`src/rtl/spm_bank_ctrl_pkg.sv`:
```
// Shared geometry, stage struct and helpers for the scratchpad bank controller.
package spm_pkg;
  localparam int SPM_NR_WAYS = 4;
  localparam int SPM_LINE_W  = 128;
  localparam int SPM_MEM_W   = 173;
  localparam int SPM_DATA_W  = 64;
  localparam int SPM_IDX_W   = 12;
  localparam int SPM_TID_W   = 4;

  localparam int SPM_WAY_W     = $clog2(SPM_NR_WAYS);
  localparam int SPM_AW        = SPM_IDX_W + SPM_WAY_W;
  localparam int SPM_BOFF_W    = $clog2(SPM_LINE_W / 8);
  localparam int SPM_DOFF_W    = $clog2(SPM_DATA_W / 8);
  localparam int SPM_WOFF_W    = SPM_BOFF_W - SPM_DOFF_W;
  localparam int SPM_ROW_W     = SPM_IDX_W - SPM_BOFF_W;
  localparam int SPM_BE_W      = (SPM_MEM_W + 7) / 8;
  localparam int SPM_DBE_W     = SPM_DATA_W / 8;
  localparam int SPM_LINE_BE_W = SPM_LINE_W / 8;

  // Writes always clear the tag bytes so a line never aliases a cache hit.
  localparam logic [SPM_BE_W-1:0] SPM_TAG_BE_ALL =
    {{(SPM_BE_W - SPM_LINE_BE_W){1'b1}}, {SPM_LINE_BE_W{1'b0}}};

  typedef struct packed {
    logic                  valid;
    logic                  we;
    logic                  err;
    logic [SPM_TID_W-1:0]  tid;
    logic [SPM_WAY_W-1:0]  way;
    logic [SPM_WOFF_W-1:0] woff;
    logic [SPM_DATA_W-1:0] rdata;
  } spm_rsp_stage_t;

  function automatic logic [SPM_DATA_W-1:0] spm_word(logic [SPM_MEM_W-1:0] row,
                                                     logic [SPM_WOFF_W-1:0] woff);
    return row[int'(woff) * SPM_DATA_W +: SPM_DATA_W];
  endfunction
endpackage

```
`src/rtl/spm_bank_ctrl_if.sv`:
```
// Requester-side bus: NR_PORTS parallel request/grant/response channels.
interface spm_bank_ctrl_if import spm_pkg::*; #(
  parameter int NR_PORTS = 2
) ();
  logic [NR_PORTS-1:0]                 req;
  logic [NR_PORTS-1:0]                 we;
  logic [NR_PORTS-1:0][SPM_AW-1:0]     addr;
  logic [NR_PORTS-1:0][SPM_DATA_W-1:0] wdata;
  logic [NR_PORTS-1:0][SPM_DBE_W-1:0]  be;
  logic [NR_PORTS-1:0][SPM_TID_W-1:0]  tid;
  logic [NR_PORTS-1:0]                 gnt;
  logic [NR_PORTS-1:0]                 rvalid;
  logic [NR_PORTS-1:0][SPM_DATA_W-1:0] rdata;
  logic [NR_PORTS-1:0][SPM_TID_W-1:0]  rid;
  logic [NR_PORTS-1:0]                 err;

  modport master (output req, we, addr, wdata, be, tid,
                  input  gnt, rvalid, rdata, rid, err);
  modport slave  (input  req, we, addr, wdata, be, tid,
                  output gnt, rvalid, rdata, rid, err);
endinterface

```
`src/rtl/spm_way_arbiter.sv`:
```
// One-hot arbiter for a single way: starving requesters first, then lowest index.
module spm_way_arbiter #(
  parameter int N = 2
) (
  input  logic [N-1:0] req,
  input  logic [N-1:0] starve,
  output logic [N-1:0] gnt
);
  logic [N-1:0] hot;

  always_comb begin
    hot = req & starve;
    if (hot == '0) hot = req;
    gnt = hot & (~hot + N'(1));
  end
endmodule

```
`src/rtl/spm_bank_ctrl.sv`:
```
// Banked scratchpad controller: per-way arbitration over NR_PORTS requesters,
// SRAM command generation and a LATENCY-deep response pipeline per port.
module spm_bank_ctrl import spm_pkg::*; #(
  parameter int NR_PORTS     = 2,
  parameter int LATENCY      = 1,
  parameter int STARVE_LIMIT = 4
) (
  input  logic                                   clk_i,
  input  logic                                   rst_i,
  spm_bank_ctrl_if.slave                         bus,
  input  logic [SPM_NR_WAYS-1:0]                 active_ways_i,
  output logic [SPM_NR_WAYS-1:0]                 req_o,
  output logic [SPM_NR_WAYS-1:0]                 we_o,
  output logic [SPM_NR_WAYS-1:0][SPM_ROW_W-1:0]  addr_o,
  output logic [SPM_NR_WAYS-1:0][SPM_MEM_W-1:0]  wdata_o,
  output logic [SPM_NR_WAYS-1:0][SPM_BE_W-1:0]   be_o,
  input  logic [SPM_NR_WAYS-1:0][SPM_MEM_W-1:0]  rdata_i
);
  localparam int CNT_W = $clog2(STARVE_LIMIT + 1);

  logic [NR_PORTS-1:0][SPM_WAY_W-1:0]  pway;
  logic [NR_PORTS-1:0][SPM_WOFF_W-1:0] pwoff;
  logic [NR_PORTS-1:0][SPM_ROW_W-1:0]  prow;
  logic [NR_PORTS-1:0]                 starving, gnt, rv;
  logic [NR_PORTS-1:0][CNT_W-1:0]      starve_cnt;
  logic [SPM_NR_WAYS-1:0][NR_PORTS-1:0] way_req, way_gnt;
  logic [NR_PORTS-1:0][SPM_DATA_W-1:0] cap_data;
  spm_rsp_stage_t [NR_PORTS-1:0][LATENCY-1:0] pipe;
  logic unused_bits;

  always_comb begin
    for (int p = 0; p < NR_PORTS; p++) begin
      pway[p]     = bus.addr[p][SPM_IDX_W +: SPM_WAY_W];
      pwoff[p]    = bus.addr[p][SPM_DOFF_W +: SPM_WOFF_W];
      prow[p]     = bus.addr[p][SPM_BOFF_W +: SPM_ROW_W];
      starving[p] = (starve_cnt[p] == CNT_W'(STARVE_LIMIT));
    end
  end

  always_comb begin
    for (int w = 0; w < SPM_NR_WAYS; w++)
      for (int p = 0; p < NR_PORTS; p++)
        way_req[w][p] = bus.req[p] && !rst_i && (pway[p] == SPM_WAY_W'(w));
  end

  for (genvar w = 0; w < SPM_NR_WAYS; w++) begin : g_arb
    spm_way_arbiter #(.N(NR_PORTS)) u_arb (
      .req    (way_req[w]),
      .starve (starving),
      .gnt    (way_gnt[w])
    );
  end

  always_comb begin
    gnt = '0;
    for (int p = 0; p < NR_PORTS; p++) gnt[p] = way_gnt[pway[p]][p];
  end
  assign bus.gnt = gnt;

  // Disabled ways still grant (so the requester is not stalled) but never touch the SRAM.
  always_comb begin
    req_o   = '0;
    we_o    = '0;
    addr_o  = '0;
    wdata_o = '0;
    be_o    = '0;
    for (int w = 0; w < SPM_NR_WAYS; w++)
      for (int p = 0; p < NR_PORTS; p++)
        if (way_gnt[w][p] && active_ways_i[w]) begin
          req_o[w]  = 1'b1;
          we_o[w]   = bus.we[p];
          addr_o[w] = prow[p];
          if (bus.we[p]) begin
            wdata_o[w] = SPM_MEM_W'({(SPM_LINE_W / SPM_DATA_W){bus.wdata[p]}});
            be_o[w]    = SPM_TAG_BE_ALL |
                         (SPM_BE_W'(bus.be[p]) << (int'(pwoff[p]) * SPM_DBE_W));
          end
        end
  end

  // SRAM data is only valid the cycle after the access, i.e. while the op sits in stage 0.
  always_comb begin
    for (int p = 0; p < NR_PORTS; p++)
      cap_data[p] = (pipe[p][0].err || pipe[p][0].we) ? '0
                  : spm_word(rdata_i[pipe[p][0].way], pipe[p][0].woff);
  end

  always_ff @(posedge clk_i) begin
    if (rst_i) begin
      pipe       <= '0;
      starve_cnt <= '0;
    end else begin
      for (int p = 0; p < NR_PORTS; p++) begin
        pipe[p][0] <= '{valid: gnt[p], we: bus.we[p], err: !active_ways_i[pway[p]],
                        tid: bus.tid[p], way: pway[p], woff: pwoff[p], rdata: '0};
        for (int s = 1; s < LATENCY; s++) begin
          pipe[p][s] <= pipe[p][s-1];
          if (s == 1) pipe[p][s].rdata <= cap_data[p];
        end
        if (!bus.req[p] || gnt[p])
          starve_cnt[p] <= '0;
        else if (!starving[p])
          starve_cnt[p] <= starve_cnt[p] + CNT_W'(1);
      end
    end
  end

  always_comb begin
    for (int p = 0; p < NR_PORTS; p++) begin
      rv[p]         = pipe[p][LATENCY-1].valid && !rst_i;
      bus.rvalid[p] = rv[p];
      bus.err[p]    = rv[p] && pipe[p][LATENCY-1].err;
      bus.rid[p]    = pipe[p][LATENCY-1].tid;
      bus.rdata[p]  = (LATENCY == 1) ? cap_data[p] : pipe[p][LATENCY-1].rdata;
    end
  end

  assign unused_bits = ^{rdata_i, pipe, bus.addr};
endmodule

```
`src/flat_wrapper.sv`:
```
// flat-port wrapper written by rule: the top's interface ports become plain ports
module spm_bank_ctrl_flat import spm_pkg::*;
#(
  parameter int NR_PORTS     = 2,
  parameter int LATENCY      = 1,
  parameter int STARVE_LIMIT = 4
)
  (clk_i, rst_i, active_ways_i, req_o, we_o, addr_o, wdata_o, be_o, rdata_i, bus_req, bus_we, bus_addr, bus_wdata, bus_be, bus_tid, bus_gnt, bus_rvalid, bus_rdata, bus_rid, bus_err);
  spm_bank_ctrl_if #(.NR_PORTS(NR_PORTS)) bus_i ();
  input  logic clk_i;
  input  logic rst_i;
  input  logic [SPM_NR_WAYS-1:0] active_ways_i;
  output logic [SPM_NR_WAYS-1:0] req_o;
  output logic [SPM_NR_WAYS-1:0] we_o;
  output logic [SPM_NR_WAYS-1:0][SPM_ROW_W-1:0] addr_o;
  output logic [SPM_NR_WAYS-1:0][SPM_MEM_W-1:0] wdata_o;
  output logic [SPM_NR_WAYS-1:0][SPM_BE_W-1:0] be_o;
  input  logic [SPM_NR_WAYS-1:0][SPM_MEM_W-1:0] rdata_i;
  input wire logic [$bits(bus_i.req)-1:0] bus_req;
  input wire logic [$bits(bus_i.we)-1:0] bus_we;
  input wire logic [$bits(bus_i.addr)-1:0] bus_addr;
  input wire logic [$bits(bus_i.wdata)-1:0] bus_wdata;
  input wire logic [$bits(bus_i.be)-1:0] bus_be;
  input wire logic [$bits(bus_i.tid)-1:0] bus_tid;
  output wire logic [$bits(bus_i.gnt)-1:0] bus_gnt;
  output wire logic [$bits(bus_i.rvalid)-1:0] bus_rvalid;
  output wire logic [$bits(bus_i.rdata)-1:0] bus_rdata;
  output wire logic [$bits(bus_i.rid)-1:0] bus_rid;
  output wire logic [$bits(bus_i.err)-1:0] bus_err;
  assign bus_i.req = bus_req;
  assign bus_i.we = bus_we;
  assign bus_i.addr = bus_addr;
  assign bus_i.wdata = bus_wdata;
  assign bus_i.be = bus_be;
  assign bus_i.tid = bus_tid;
  assign bus_gnt = bus_i.gnt;
  assign bus_rvalid = bus_i.rvalid;
  assign bus_rdata = bus_i.rdata;
  assign bus_rid = bus_i.rid;
  assign bus_err = bus_i.err;
  spm_bank_ctrl #(.NR_PORTS(NR_PORTS), .LATENCY(LATENCY), .STARVE_LIMIT(STARVE_LIMIT)) u_core (.clk_i(clk_i), .rst_i(rst_i), .bus(bus_i), .active_ways_i(active_ways_i), .req_o(req_o), .we_o(we_o), .addr_o(addr_o), .wdata_o(wdata_o), .be_o(be_o), .rdata_i(rdata_i));
endmodule
```
`config.mk`:
```
export PLATFORM = sky130hd
export DESIGN_NAME = spm_bank_ctrl_flat
export DESIGN_NICKNAME = d
export VERILOG_FILES = /design/src/rtl/spm_bank_ctrl_pkg.sv /design/src/rtl/spm_bank_ctrl_if.sv /design/src/rtl/spm_way_arbiter.sv /design/src/rtl/spm_bank_ctrl.sv /design/src/flat_wrapper.sv
export SDC_FILE = /design/constraint.sdc
export NUM_CORES = 1
export LEC_CHECK = 0
export CORE_AREA = 2 2 711 713
export CTS_BUF_LIST = sky130_fd_sc_hd__clkbuf_8
export CTS_CLUSTER_DIAMETER = 100
export DETAILED_ROUTE_END_ITERATION = 10
export DIE_AREA = 0 0 713 715
export SLEW_MARGIN = 20
export SYNTH_ARGS = -nofsm -noshare
export SYNTH_HDL_FRONTEND = slang
export SYNTH_SLANG_ARGS = --single-unit
```
`constraint.sdc`:
```
create_clock -name clk_i -period 2.5 [get_ports clk_i]
set_input_delay 0.25 -clock clk_i [delete_from_list [all_inputs] [get_ports clk_i]]
set_output_delay 0.25 -clock clk_i [all_outputs]
set_load 0.05 [all_outputs]
```
==> impl_results.md, run 1 <==
* Outcome: complete, but fails checks
* Failing checks: setup timing
* RR Endpoint: u_core.pipe[73]
* Most frequent cells in the layout: buf_12, clkdlybuf4s50_1, buf_4
* Worst r2r path cells at 9
* Residual DRC at 0
* Yosys top cell by area: mux4_2
* Final std cells w/o fill at approximately 10000
* YS warnings at 0
* Worst setup margin at -0.353 ns
* Die Wd at about 710 um
* DR vias at between 20000 and 30000
* Layout cells sized above 1 at 60.8%
* Critical path data arrival time at ~2.6 ns
* EDFF count, synth at 0
* CP required at between 2 and 2.5 ns
* Met1 Usage GRT at between 10% and 20%
* Final period util at 114%
* Power Total at roughly 11 mW
* Num CTS Buffers at 3
* Grt ovf at 0
* Worst hold start: bus_tid[1]
* GRT Util Overall at approximately 14%
* I/O pin count at about 1800
* # rows at approximately 260
* Slew HR at a little over a third
* Hold Vio Cnt, Final at 0
* Register area share after synthesis at under 10%
* Hold EP: u_core.bus.rid[1]
* #FFs+latches synth at 26
* Core area at between 500000 and 600000 um2
* Pre-CTS setup slack at -1.06 ns
* Vias per inst at roughly 2.5
* Max VDD drop at between 0.00015 and 0.0002 V
* Final min period at 2.85 ns
* Placed cells at 9937
* Largest net degree at the start of global routing at 52
* Die area at approximately 510000 um2
* Count of pins over their slew limit at 0
* CP max stage cell: dfxtp_2
* CP cell instances: inv_2, ha_4, and2_4, buf_12, buf_12, o311ai_4, buf_12, buf_16, buf_16, buf_12, o22ai_4, buf_12
* DRT Wirelength at around 370000 um
* Most frequent CP cell: buf_12
* Average cell area after synthesis at a little over 9 um2
* Post-synth ARST share at 0%
* Htree depth at 1
* Max incr delay on CP at roughly 0.36 ns
* Top cells by area, synth: mux4_2, buf_4, o22ai_1
* Met2 global-route usage at around 25%
* Leakage Power at ~18 nW
* GR peak layer: met2
* Initial DRC count at roughly 1900
* Die Ht at 715 um
* Starting Density at 3.24%
* Clock buffer depth at 2
* Worst-path clk slew at about 0.14 ns
* Crit Path Max Fanout at 7
* Clock Sinks at 26
* Fill count at 57400
* # port buffers at about 1500
* Layout Nets at between 4000 and 5000
* RSZ-0062 raised after global routing: true
* First-pass GRT wire length at about 420000 um
* Post-layout util at 11.0%
* Vias in the first global route at about 25000
* Detailed placement HPWL at around 340000 um
* Initial antenna violation count at 360
* Fmax at 351 MHz
* Slew @ Worst Pin at just under 1 ns
* Cells after synthesis at 1768
* Clock latency on the worst-skew pair at about 0.35 ns
* Drt pass-1 iters at 5
* P&R area growth vs syn at 241%
* CP Capture Type: output port
* Syn Std Cell Area at between 15000 and 20000 um2
* Routed Antenna Nets at 0
* Hold Path Class: input pin to flop
* Ys flop type: dfxtp_1
* GPL Wtd Cong at between 0.9 and 1
* TritonCTS clock tree: done
* Top cell type's share of synthesized area at a little over a third
* Root Driver: clkbuf_8
* Hold path depth at 2
* Crit path launch type: flop
* Max-Cap Viols at 0
* Commonest non-fill, non-tap cell in the layout: buf_12
* GR Layer Usage met3 at 4.68%
* Netlist cell types at between 50 and 60
* Clk_skew at around 0.0041 ns
* Worst r2r src: u_core.starve_cnt[1]
* Worst setup path category: flop to output port
* Final setup violation count at between 700 and 800
* DR WL/cell at about 36 um
* Power Dens Cells at about 190 nW/um2
* FF-to-FF setup slack at slightly above 0.7 ns
[sequential cells by signal (all words and copies together) (netlist names)]
name               count
u_core.starve_cnt      6
u_core.bus.rid         8
u_core.pipe           12
[repair_timing]
item	CTS	global route
endpoints found under the hold margin	0	0
pin swaps	51	131
gates cloned	18	22
hold buffers	0	0
setup endpoints to repair	755	762
gates resized for setup	367	341
setup buffers	85	59
[layer usage]
metal,share of wire [%],vias to the layer above
li1,-,10000
met1,34,12700
met2,51,2158
met3,8.6,712
met4,6.6,68
met5,0.15,-
[layout make-up]
cell class	count	area [um2]	area share (%)
Tap cell	6706	8390	15.1
Inverter	10	37.5	0.0677
Antenna cell	178	445	0.803
Sequential cell	26	542	0.977
Clock buffer	3	41.3	0.0745
Multi-Input combinational cell	1242	16100	29.0
Clock inverter	1	30.0	0.0542
Timing Repair Buffer	2108	29900	53.9
[per-stage QoR]
step                TNS, ns  hold WS [ns]  area (um2)
CTS                 -198.10         0.375       52600
detailed placement  -177.89         0.511       49400
global route        -215.11         0.393       55400
finish              -132.68         0.428       55400
floorplan            -24.00         0.367       19300
global placement    -181.68         0.504       49400
[power by group]
| part | total (mW) | switching, mW | internal [mW] |
|---|---|---|---|
| Sequential | 0.460 | 0.0279 | 0.432 |
| Combinational | 9.67 | 5.68 | 3.99 |
| Clock | 0.468 | 0.252 | 0.217 |
| Total | 10.6 | 5.96 | 4.64 |
[Yosys cell counts, types with 20 or more instances]
cell	number
buf_4	468
mux4_2	256
o22ai_1	253
a22o_1	168
nand2_1	145
clkbuf_1	108
buf_2	71
nand4_1	41
dfxtp_1	26
nor2_1	23
a32o_1	22
nor2b_1	22
o22ai_2	20
[logic make-up after synthesis]
logic type / after synthesis / share of synthesized area (%)
and+or+nand+nor: 286 / 9.04
adders and majority gates: 4 / 0.308
other: 1 / 0.0230
muxes: 260 / 35.7
buffers and inverters: 679 / 27.5
xor gates and xnor gates: 3 / 0.162
AOI/OAI and AO/OA: 509 / 24.1
DFF: 26 / 3.20
[worst max path at each step]
stage,cells past startpoint,end,from
floorplan,8,wdata_o[87],rst_i
global placement,9,wdata_o[106],bus_addr[13]
detailed placement,9,wdata_o[107],bus_addr[13]
CTS,12,wdata_o[438],u_core.starve_cnt[0]
global route,12,wdata_o[549],u_core.starve_cnt[0]
finish,12,wdata_o[549],u_core.starve_cnt[1]
[worst max-delay path: cells and delay by family (launching register included)]
kind                     cells  cell delay [ns]
AO/OA/AOI/OAI                2             0.40
flip-flops                   1             0.36
AND/OR/NAND/NOR              1             0.15
adder cells (fa/ha/maj)      1             0.15
buffers and inverters        8             1.12
Note: power is estimated with default switching activity, not from simulation.
==> run 2, diff against run 1 <==
--- a/config.mk
+++ b/config.mk
@@ -7,7 +7,6 @@
 export LEC_CHECK = 0
 export CORE_AREA = 2 2 711 713
 export CTS_BUF_LIST = sky130_fd_sc_hd__clkbuf_8
-export CTS_CLUSTER_DIAMETER = 100
 export DETAILED_ROUTE_END_ITERATION = 10
 export DIE_AREA = 0 0 713 715
 export SLEW_MARGIN = 20
==> results of run 2 <==
Same layout as run 1: the final DEF is identical, and so are final timing and power.
